### src/rtl/sample_recorder_pkg.sv
// recorder_pkg: state encoding and default geometry shared by sample_recorder and its submodule
package recorder_pkg;
  typedef enum logic [1:0] {IDLE = 2'd0, ARMED = 2'd1, RECORD = 2'd2, DONE = 2'd3} state_t;
  localparam int ADDR_W_DEF = 16;
  localparam int DATA_W_DEF = 16;
  localparam logic [15:0] MAXCOUNT_DEF = 16'd43840;
endpackage

### src/rtl/sample_recorder_trigger_detect.sv
// trigger_detect: flags a signed sample whose saturated magnitude reaches THRESHOLD (sample_in -> hit)
module trigger_detect #(
  parameter int DATA_W = 16,
  parameter logic [DATA_W-1:0] THRESHOLD = DATA_W'(2048)
) (
  input  logic [DATA_W-1:0] sample_in,
  output logic              hit
);
  logic [DATA_W-1:0] mag;
  always_comb begin
    mag = !sample_in[DATA_W-1] ? sample_in :
          sample_in == {1'b1, {(DATA_W-1){1'b0}}} ? {1'b0, {(DATA_W-1){1'b1}}} : -sample_in;
    hit = mag >= THRESHOLD;
  end
endmodule

### src/rtl/sample_recorder.sv
// sample_recorder: strobed samples -> RAM writes at 0..MAXCOUNT (mem_addr/mem_data/mem_we), reports rec_len/busy/full; SAMPLE_RECORDER_TRIGGER_EN adds magnitude-triggered start
module sample_recorder
  import recorder_pkg::*;
#(
  parameter int ADDR_W = ADDR_W_DEF,
  parameter int DATA_W = DATA_W_DEF,
  parameter logic [ADDR_W-1:0] MAXCOUNT = ADDR_W'(MAXCOUNT_DEF)
`ifdef SAMPLE_RECORDER_TRIGGER_EN
  , parameter logic [DATA_W-1:0] THRESHOLD = DATA_W'(2048)
`endif
) (
  input  logic              clk,
  input  logic              resetn,
  input  logic              arm,
  input  logic              stop,
  input  logic              sample_valid,
  input  logic [DATA_W-1:0] sample_in,
  output logic [ADDR_W-1:0] mem_addr,
  output logic [DATA_W-1:0] mem_data,
  output logic              mem_we,
  output logic [ADDR_W-1:0] rec_len,
  output logic              busy,
  output logic              full
);
  state_t state, state_n;
  logic [ADDR_W-1:0] wr_cnt;
  logic hit, wr;
`ifdef SAMPLE_RECORDER_TRIGGER_EN
  localparam state_t START = ARMED;
  trigger_detect #(.DATA_W(DATA_W), .THRESHOLD(THRESHOLD)) u_trig (.sample_in(sample_in), .hit(hit));
`else
  localparam state_t START = RECORD;
  assign hit = 1'b0;
`endif
  always_comb begin
    wr = sample_valid & ~arm & ~stop & (state == RECORD | (state == ARMED & hit));
    state_n = arm ? START :
              (stop & (state == RECORD | state == ARMED)) | (wr & wr_cnt == MAXCOUNT) ? DONE :
              wr ? RECORD : state;
  end
  always_ff @(posedge clk or negedge resetn)
    if (!resetn) begin
      state <= IDLE;
      wr_cnt <= '0;
      mem_addr <= '0;
      mem_data <= '0;
      mem_we <= 1'b0;
      rec_len <= '0;
      busy <= 1'b0;
      full <= 1'b0;
    end else begin
      state <= state_n;
      busy <= state_n == ARMED || state_n == RECORD;
      mem_we <= wr;
      if (arm) begin
        wr_cnt <= '0;
        rec_len <= '0;
        full <= 1'b0;
      end else if (wr) begin
        mem_addr <= wr_cnt;
        mem_data <= sample_in;
        wr_cnt <= wr_cnt + 1'b1;
        rec_len <= wr_cnt + 1'b1;
        full <= wr_cnt == MAXCOUNT;
      end
    end
endmodule

### config.mk
export PLATFORM = sky130hd
export DESIGN_NAME = sample_recorder
export DESIGN_NICKNAME = d
export VERILOG_FILES = /design/src/rtl/sample_recorder_pkg.sv /design/src/rtl/sample_recorder_trigger_detect.sv /design/src/rtl/sample_recorder.sv
export SDC_FILE = /design/constraint.sdc
export NUM_CORES = 1
export LEC_CHECK = 0
export CAP_MARGIN = 30
export CORE_MARGIN = 2
export CORE_UTILIZATION = 45
export DETAILED_ROUTE_END_ITERATION = 12
export MAX_ROUTING_LAYER = met4
export PLACE_DENSITY = 0.78
export SYNTH_ARGS = -nofsm -noshare
export SYNTH_HDL_FRONTEND = slang
export SYNTH_HIERARCHICAL = 1
export SYNTH_SLANG_ARGS = --single-unit
### constraint.sdc
create_clock -name clk -period 2.75 [get_ports clk]
set_clock_uncertainty 0.15 [all_clocks]
set_input_delay 0.275 -clock clk [delete_from_list [all_inputs] [get_ports clk]]
set_output_delay 0.275 -clock clk [all_outputs]
set_load 0.1 [all_outputs]
==> results of run 1 <==
## cell usage in the layout (no fill, tap or decap), types with 3 or more instances in the layout
cell type / netlist / routed
a31o_1: 4 / 4
nand2_1: 96 / 96
o21ai_1: 7 / 7
nand2b_1: 3 / 3
xnor2_1: 7 / 7
inv_1: 7 / 7
ha_1: 3 / 3
nor2_1: 15 / 15
nor3_1: 3 / 3
clkdlybuf4s50_1: 0 / 19
dfrtp_1: 53 / 53
nand3_1: 4 / 4
a21oi_1: 6 / 6
clkbuf_8: 0 / 5
nor4_1: 4 / 4
nand4_1: 6 / 6
buf_4: 0 / 56
## per-stage QoR
stage | hold slack, ns | instances
final | 0.318 | 389
after detailed placement | 0.143 | 380
after CTS | 0.329 | 389
after floorplan | -0.171 | 247
after global placement | 0.137 | 380
after global routing | 0.343 | 389
## sequential cells by signal, indices dropped and copies added, names as in the netlist
name      cells
rec_len      16
mem_addr     16
state         2
mem_data     16
mem_we        1
full          1
busy          1
## power breakdown
group          switching [uW]  internal, uW
combinational             496           129
sequential               30.3           833
clock                     261           273
total                     787          1240
## per-layer routing
layer  track usage  part of all wire  wire [um]
met1         0.281              0.47       2440
met2         0.303              0.47       2430
met3        0.0397             0.049        252
met4        0.0663             0.012         63
met5             -                 0          0
## worst max path at each step
stage | to | from | slack [ns] | cells after the start
after floorplan | rec_len[12] | rec_len[0] | 0.35 | 5
after global placement | rec_len[12] | stop | 0.53 | 5
after CTS | rec_len[12] | state[0] | 0.63 | 6
after detailed placement | rec_len[12] | stop | 0.47 | 5
final | rec_len[12] | state[0] | 0.66 | 6
after global routing | rec_len[12] | state[0] | 0.55 | 6
## critical path, delay by kind of cell, from the launching register on
| kind | cells | cell delay [ns] |
|---|---|---|
| fa+ha+maj | 1 | 0.20 |
| buf+inv | 1 | 0.07 |
| flops | 1 | 0.41 |
| mux | 1 | 0.32 |
| simple gates | 3 | 0.83 |
## cell type report
cell class	instances	area [sq um]	area share
Clock buffer	5	68.8	0.0222
Clock inverter	3	46.3	0.0149
Inverter	8	30.0	0.00970
Multi-Input combinational cell	175	896	0.289
Sequential cell	53	1330	0.428
Tap cell	67	83.8	0.0271
Timing Repair Buffer	78	646	0.208
## kinds of logic after synthesis
family / count (synthesis) / share of synthesized area
multiplexers: 1 / 0.00490
XOR/XNOR: 9 / 0.0343
adder cells (fa/ha/maj): 3 / 0.0164
AO/OA/AOI/OAI: 21 / 0.0572
flip-flops: 53 / 0.578
buffers and inverters: 19 / 0.0322
AND/OR/NAND/NOR: 141 / 0.277
==> impl_metrics.yaml, run 1 <==
synth:
  postSynthCellCount: 247
  yosys.area.top_type: "dfrtp_1"
  synth_top_area_frac: 0.578
  ys.flop_type: "dfrtp_1"
  async_flop_share: 1.00
  synth_area_leaders: "dfrtp_1, nand2_1, xnor2_1"
  synth_warnings: 6
  ys_top_cells_by_count: "nand2_1, dfrtp_1, nor2_1"
  yosysSeqAreaShare: 0.578
  synth_area_per_cell_sq_um: 9.30
  synth_area_sq_um: 2300
  yosysMostFrequentCell: "nand2_1"
  synth-seq-cells: 53
  syn_nets: 271
  yosysUniqueCellTypes: 32
  synth_edf_count: 0
final_layout:
  fin_util: 0.643
  synthToLayoutAreaGrowth_pct: 34.9
  finalNetCount: 345
  nFillCells: 430
  final_cell_area_sq_um: 3100
  diodes: 0
  drive_gt1_frac: 0.220
route:
  route.detailed.wl_per_inst_um: 13.3
  finalWirelength_um: 5180
  drt_iter0_drc: 96
  drc: 0
  via_per_inst: 5.04
  drt-pass1-iter-count: 4
  final_antenna_net_count: 0
  num_vias: 1960
clock_network:
  cts_resized: 0
  clkSlewWorstSetupHoldPaths_ns: 0.10
  cts.sinks: 53
  cts_setup_buffers: 0
  hold_buffers: 1
  cts_buffer_depth: 2
  cts_tree: "done"
  h-tree-depth: 2
  numCtsBuffers: 5
  root_buffer: "clkbuf_8"
  clock_latency_ns: 0.31
floorplan:
  die_x_um: 75.4
  die_area_sq_um: 5690
  start_util: 0.477
  row_count: 25
  io_pins: 72
  die_h_um: 75.4
  core_sq_um: 4820
worst_setup_path:
  critPathLaunchType: "flop"
  reg2reg_depth: 6
  timing.rr.end: "rec_len[12]"
  crit_type: "reg -> reg"
  rrSetupSlack_ns: 0.66
  rr_startpoint: "state[0]"
  cp_data_arrival_time_ns: 2.15
  crit_slowest_cell: "dfrtp_1"
  path_cells: "inv_1, ha_1, nand4bb_4, nor3_2, nand4_1, mux2_1"
  end_kind: "flop"
  cpPeakStageDelay_ns: 0.41
  cp_max_fo: 18
  required_ns: 2.81
global_route:
  grt_max_degree: 54
  grt_pass1_wl_um: 8410
  track_usage: 0.203
  grt_pass1_vias: 1800
  antenna_found_initial: 0
  grt_overflow: 0
placement:
  dp_hpwl_um: 3640
  numPortBuffers: 71
  placed_cell_area_sq_um: 2970
  dp_slack_ns: 0.469
  gp_congestion: 0.879
sta:
  relSlewSlack: 0.662
  setup_ws_ns: 0.658
  finalSetupTns_ns: 0
  finalCritPeriodShare: 0.761
  finalSetupViolations: 0
  fmax_mhz: 478
  hold_viol: 0
  fin_crit_ns: 2.09
  tightest_slew_ns: 0.503
  rsz0062_at_grt: "false"
  drv_slew: 0
power_and_ir_drop:
  leakage_uw: 0.00153
  power_uw: 2020
  p_per_area_nw_per_um2: 653
  vdd_drop_max_v: 0.000400
run:
  maxCapViolCount: 0
run_status:
  status: "finished clean"
hold_path:
  hold_path.class: "in -> async"
Note: power is estimated with default switching activity, not from simulation.
==> inputs of run 2 (changes only) <==
CORE_UTILIZATION = 42   (was 45)
PLACE_DENSITY = 0.76   (was 0.78)
clock period = 1.8 ns   (was 2.75 ns; I/O delays follow)
==> impl_metrics.yaml, run 2 (same netlist as run 1, synthesis figures left out) <==
run_status:
  status: "finished with violations"
  violations: "negative setup slack"
route:
  finalWirelength_um: 6180
  via_per_inst: 5.11
  drt_iter0_drc: 150
  final_antenna_net_count: 0
  drt-pass1-iter-count: 4
  num_vias: 2086
  drc: 0
  route.detailed.wl_per_inst_um: 15.2
final_layout:
  reg_top3: "mem_addr: 16 flops, mem_data: 16 flops, rec_len: 16 flops"
  diodes: 0
  mostFrequentLayoutCell: "nand2_1"
  synthToLayoutAreaGrowth_pct: 71.8
  instances_no_fill: 408
  drive_gt1_frac: 0.331
  finalNetCount: 361
  final_cell_mix: "nand2_1, buf_12, dfrtp_1"
placement:
  gp_congestion: 0.887
  dp_slack_ns: -0.173
  dp_hpwl_um: 4460
  numPortBuffers: 71
  dp.cells: 395
sta:
  rsz0062_at_grt: "true"
  drv_slew: 0
  finalSetupViolations: 3
  finalCritPeriodShare: 1.04
  fin_crit_ns: 1.86
  setup_ws_ns: -0.0639
  relSlewSlack: 0.641
  tightest_slew_ns: 0.538
  fmax_mhz: 536
  hold_viol: 0
global_route:
  grt_overflow: 0
  antenna_found_initial: 0
  track_usage: 0.214
  grt_max_degree: 24
  grt_pass1_vias: 2027
  grt_pass1_wl_um: 9850
floorplan:
  io_pins: 72
  row_count: 26
  die_x_um: 77.9
  core_sq_um: 5200
  die_area_sq_um: 6070
  die_h_um: 77.9
  start_util: 0.441
worst_setup_path:
  cp_max_fo: 2
  required_ns: 1.84
  cp_data_arrival_time_ns: 1.91
  end_kind: "flop"
  critPathLaunchType: "flop"
  crit_slowest_cell: "or4b_4"
  cpPeakStageDelay_ns: 0.54
  path_cells: "or4b_4, nor4_2, nand4_1, a31o_1"
  crit_type: "reg -> reg"
clock_network:
  root_buffer: "clkbuf_8"
  h-tree-depth: 2
  clkSlewWorstSetupHoldPaths_ns: 0.09
  numCtsBuffers: 5
  cts.sinks: 53
  cts_tree: "done"
  clock_latency_ns: 0.30
  cts_buffer_depth: 2
hold_path:
  hold_path.class: "in -> async"
run:
  maxCapViolCount: 0
power_and_ir_drop:
  leakage_uw: 0.00177
  p_per_area_nw_per_um2: 830
  vdd_drop_max_v: 0.000675
run 2: changes by cell type in the layout (fill, tap and decap cells not counted), sizes merged:
cell / before / now
buf: 58 / 73
bufinv: 1 / 0
clkbuf: 5 / 7
clkinvlp: 1 / 0
nand4bb: 1 / 2
run 2: layout make-up:
cell class | count | area (sq um)
multi-input cells | 176 | 983
repair buffers | 93 | 1380
clock buffers | 7 | 96.3
well taps | 70 | 87.6
flip-flops and latches | 53 | 1360
clock inverters | 1 | 5.00
inverters | 8 | 30.0
fillers | 346 | 1260
run 2: power breakdown:
| group | switching, uW | internal, uW |
|---|---|---|
| Clock | 371 | 348 |
| Combinational | 772 | 414 |
| Sequential | 92.7 | 1270 |
run 2: stage by stage:
step	hold slack (ns)	TNS [ns]	area, sq um	power, uW	utilization
after floorplan	-0.266	-0.188	2370	2060	-
after global placement	0.0309	-0.717	3750	2550	0.720
after detailed placement	0.0309	-1.21	3750	2570	0.720
after CTS	0.238	-0.139	3910	3290	0.751
after global routing	0.257	-0.348	3950	3380	0.758
final	0.248	-0.121	3950	3270	0.758
run 2: final timing paths:
check                                   from      endpoint  slack [ns]  cells past startpoint
worst max-delay path              rec_len[5]          busy       -0.06                      4
worst min-delay path                  resetn          full        0.25                      2
worst max register to register    rec_len[5]          busy       -0.06                      4
worst min register to register  mem_data[12]  mem_data[12]        0.39                      2
max in group asynchronous             resetn    rec_len[6]        0.65                      3
min in group clk                sample_in[4]   mem_data[4]        0.25                      3
run 2: layer usage:
layer | track usage | up-vias | share of wire
li1 | - | 987 | -
met1 | 0.271 | 1017 | 0.41
met2 | 0.350 | 75 | 0.52
met3 | 0.0500 | 7 | 0.056
met4 | 0.0544 | 0 | 0.012
met5 | - | - | 0
run 2: worst max-delay path, delay by kind of cell (launching register included):
family | cells | cell delay, ns
and+or+nand+nor | 3 | 0.88
DFF | 1 | 0.48
AOI/OAI and AO/OA | 1 | 0.24
run 2: timing repair:
| item | in CTS | in global routing |
|---|---|---|
| endpoints found under the hold margin | 20 | 0 |
| gates resized for setup | 6 | 7 |
| setup buffers | 1 | 2 |
| cloned | 1 | 0 |
| setup endpoints to repair | 6 | 11 |
| hold buffers | 1 | 0 |
| pin swaps | 2 | 2 |
==> inputs of run 3 (changes only) <==
--- a/config.mk
+++ b/config.mk
@@ -7,5 +7,4 @@
 export LEC_CHECK = 0
 export CAP_MARGIN = 30
-export CORE_MARGIN = 2
 export CORE_UTILIZATION = 42
 export DETAILED_ROUTE_END_ITERATION = 12
==> constraint.sdc (replaced) <==
create_clock -name clk -period 1.8 [get_ports clk]
set_clock_uncertainty 0.15 [all_clocks]
set_input_delay 0.36 -clock clk [delete_from_list [all_inputs] [get_ports clk]]
set_output_delay 0.36 -clock clk [all_outputs]
set_load 0.1 [all_outputs]
==> impl_metrics.yaml, run 3 (same netlist as run 1, synthesis figures left out) <==
sta:
  drv_slew: 0
  finalCritPeriodShare: 1.04
  tightest_slew_ns: 0.519
  relSlewSlack: 0.654
  finalSetupViolations: 3
  fin_hold_ws_ns: 0.362
  fmax_mhz: 535
  setup_ws_ns: -0.0689
  fin_crit_ns: 1.87
  rsz0062_at_grt: "true"
  hold_viol: 0
route:
  route.detailed.wl_per_inst_um: 15.1
  drt_iter0_drc: 165
  drc: 0
  drt-pass1-iter-count: 5
  via_per_inst: 5.17
  finalWirelength_um: 6180
  num_vias: 2115
  final_antenna_net_count: 0
worst_setup_path:
  cp_max_fo: 2
  crit_type: "reg -> reg"
  cp_data_arrival_time_ns: 1.94
  rrSetupSlack_ns: -0.07
  required_ns: 1.87
  end_kind: "flop"
  critPathLaunchType: "flop"
floorplan:
  die_area_sq_um: 5770
  core_sq_um: 5170
  die_h_um: 75.9
  io_pins: 72
  start_util: 0.444
  die_x_um: 75.9
  row_count: 26
final_layout:
  synthToLayoutAreaGrowth_pct: 75.1
  diodes: 0
  multi_input_area_sq_um: 1000
  reg_top3: "mem_addr: 16 flops, mem_data: 16 flops, rec_len: 16 flops"
  instances_no_fill: 409
  fin_util: 0.777
  seq_area_sq_um: 1360
  drive_gt1_frac: 0.333
  finalNetCount: 362
  nFillCells: 320
  mostFrequentLayoutCell: "nand2_1"
  final_cell_mix: "nand2_1, buf_12, dfrtp_1"
clock_network:
  root_buffer: "clkbuf_8"
  cts_buffer_depth: 2
  clock_latency_ns: 0.30
  cts_tree: "done"
  clkSlewWorstSetupHoldPaths_ns: 0.09
  h-tree-depth: 2
  numCtsBuffers: 5
  cts.sinks: 53
power_and_ir_drop:
  vdd_drop_max_v: 0.000554
  power_uw: 3380
  leakage_uw: 0.00183
  p_per_area_nw_per_um2: 842
hold_path:
  hold_path.class: "in -> reg"
placement:
  gp_congestion: 0.888
  numPortBuffers: 71
  dp.cells: 395
  dp_hpwl_um: 4410
run:
  maxCapViolCount: 0
global_route:
  grt_max_degree: 34
  track_usage: 0.232
  grt_overflow: 0
  grt_pass1_vias: 2110
  antenna_found_initial: 0
  grt_pass1_wl_um: 10300
run_status:
  status: "finished with violations"
  violations: "negative setup slack"
## run 3: per-layer routing
metal | vias to the layer above | global-route usage | share of wire
met1 | 1017 | 0.277 | 0.40
met3 | 12 | 0.0361 | 0.062
met4 | 0 | 0.112 | 0.018
li1 | 994 | - | -
met5 | - | - | 0
met2 | 92 | 0.385 | 0.52
## run 3: area by class of cell
class | instances | area share
timing repair buffer | 94 | 0.351
sequential | 53 | 0.339
multi-input combinational | 176 | 0.250
tap | 70 | 0.0218
clock buffer | 6 | 0.0205
clock inverter | 2 | 0.00934
inverter | 8 | 0.00809
## run 3: metrics by stage
step / cell area (sq um) / setup TNS, ns / setup slack [ns]
6_report: 4020 / -0.117 / -0.0689
5_1_grt: 4020 / -0.341 / -0.0795
4_1_cts: 3940 / -0.0272 / -0.0141
3_5_place_dp: 3770 / -8.95 / -0.347
3_3_place_gp: 3770 / -6.65 / -0.291
2_1_floorplan: 2370 / -0.188 / -0.107
## run 3: path summary, 6_finish.rpt
check | startpoint | cells past startpoint | to
min in group asynchronous | resetn | 2 | full
worst max-delay path | rec_len[5] | 5 | state[0]
worst max register to register | rec_len[5] | 5 | state[0]
max in group asynchronous | resetn | 3 | rec_len[4]
worst min-delay path | stop | 3 | busy
worst min register to register | mem_addr[2] | 2 | mem_addr[2]
## run 3: critical path: stages, from the launching register on
cell,delay (ns)
dfrtp_4,0.49
or4b_4,0.57
nor4_4,0.14
nand4_1,0.16
buf_4,0.18
o21ai_1,0.09
## run 3: timing repair
action | CTS | global route
pin swaps | 3 | 5
setup buffers | 0 | 4
hold endpoints to repair | 20 | 0
endpoints found under the setup margin | 8 | 10
resized for setup | 6 | 11
cloned | 1 | 0
hold buffers | 1 | 0
## run 3: power breakdown
part           total [uW]  internal [uW]  switching [uW]
clock                 823            452             371
sequential           1370           1270            93.5
combinational        1190            419             774
total                3380           2150            1240
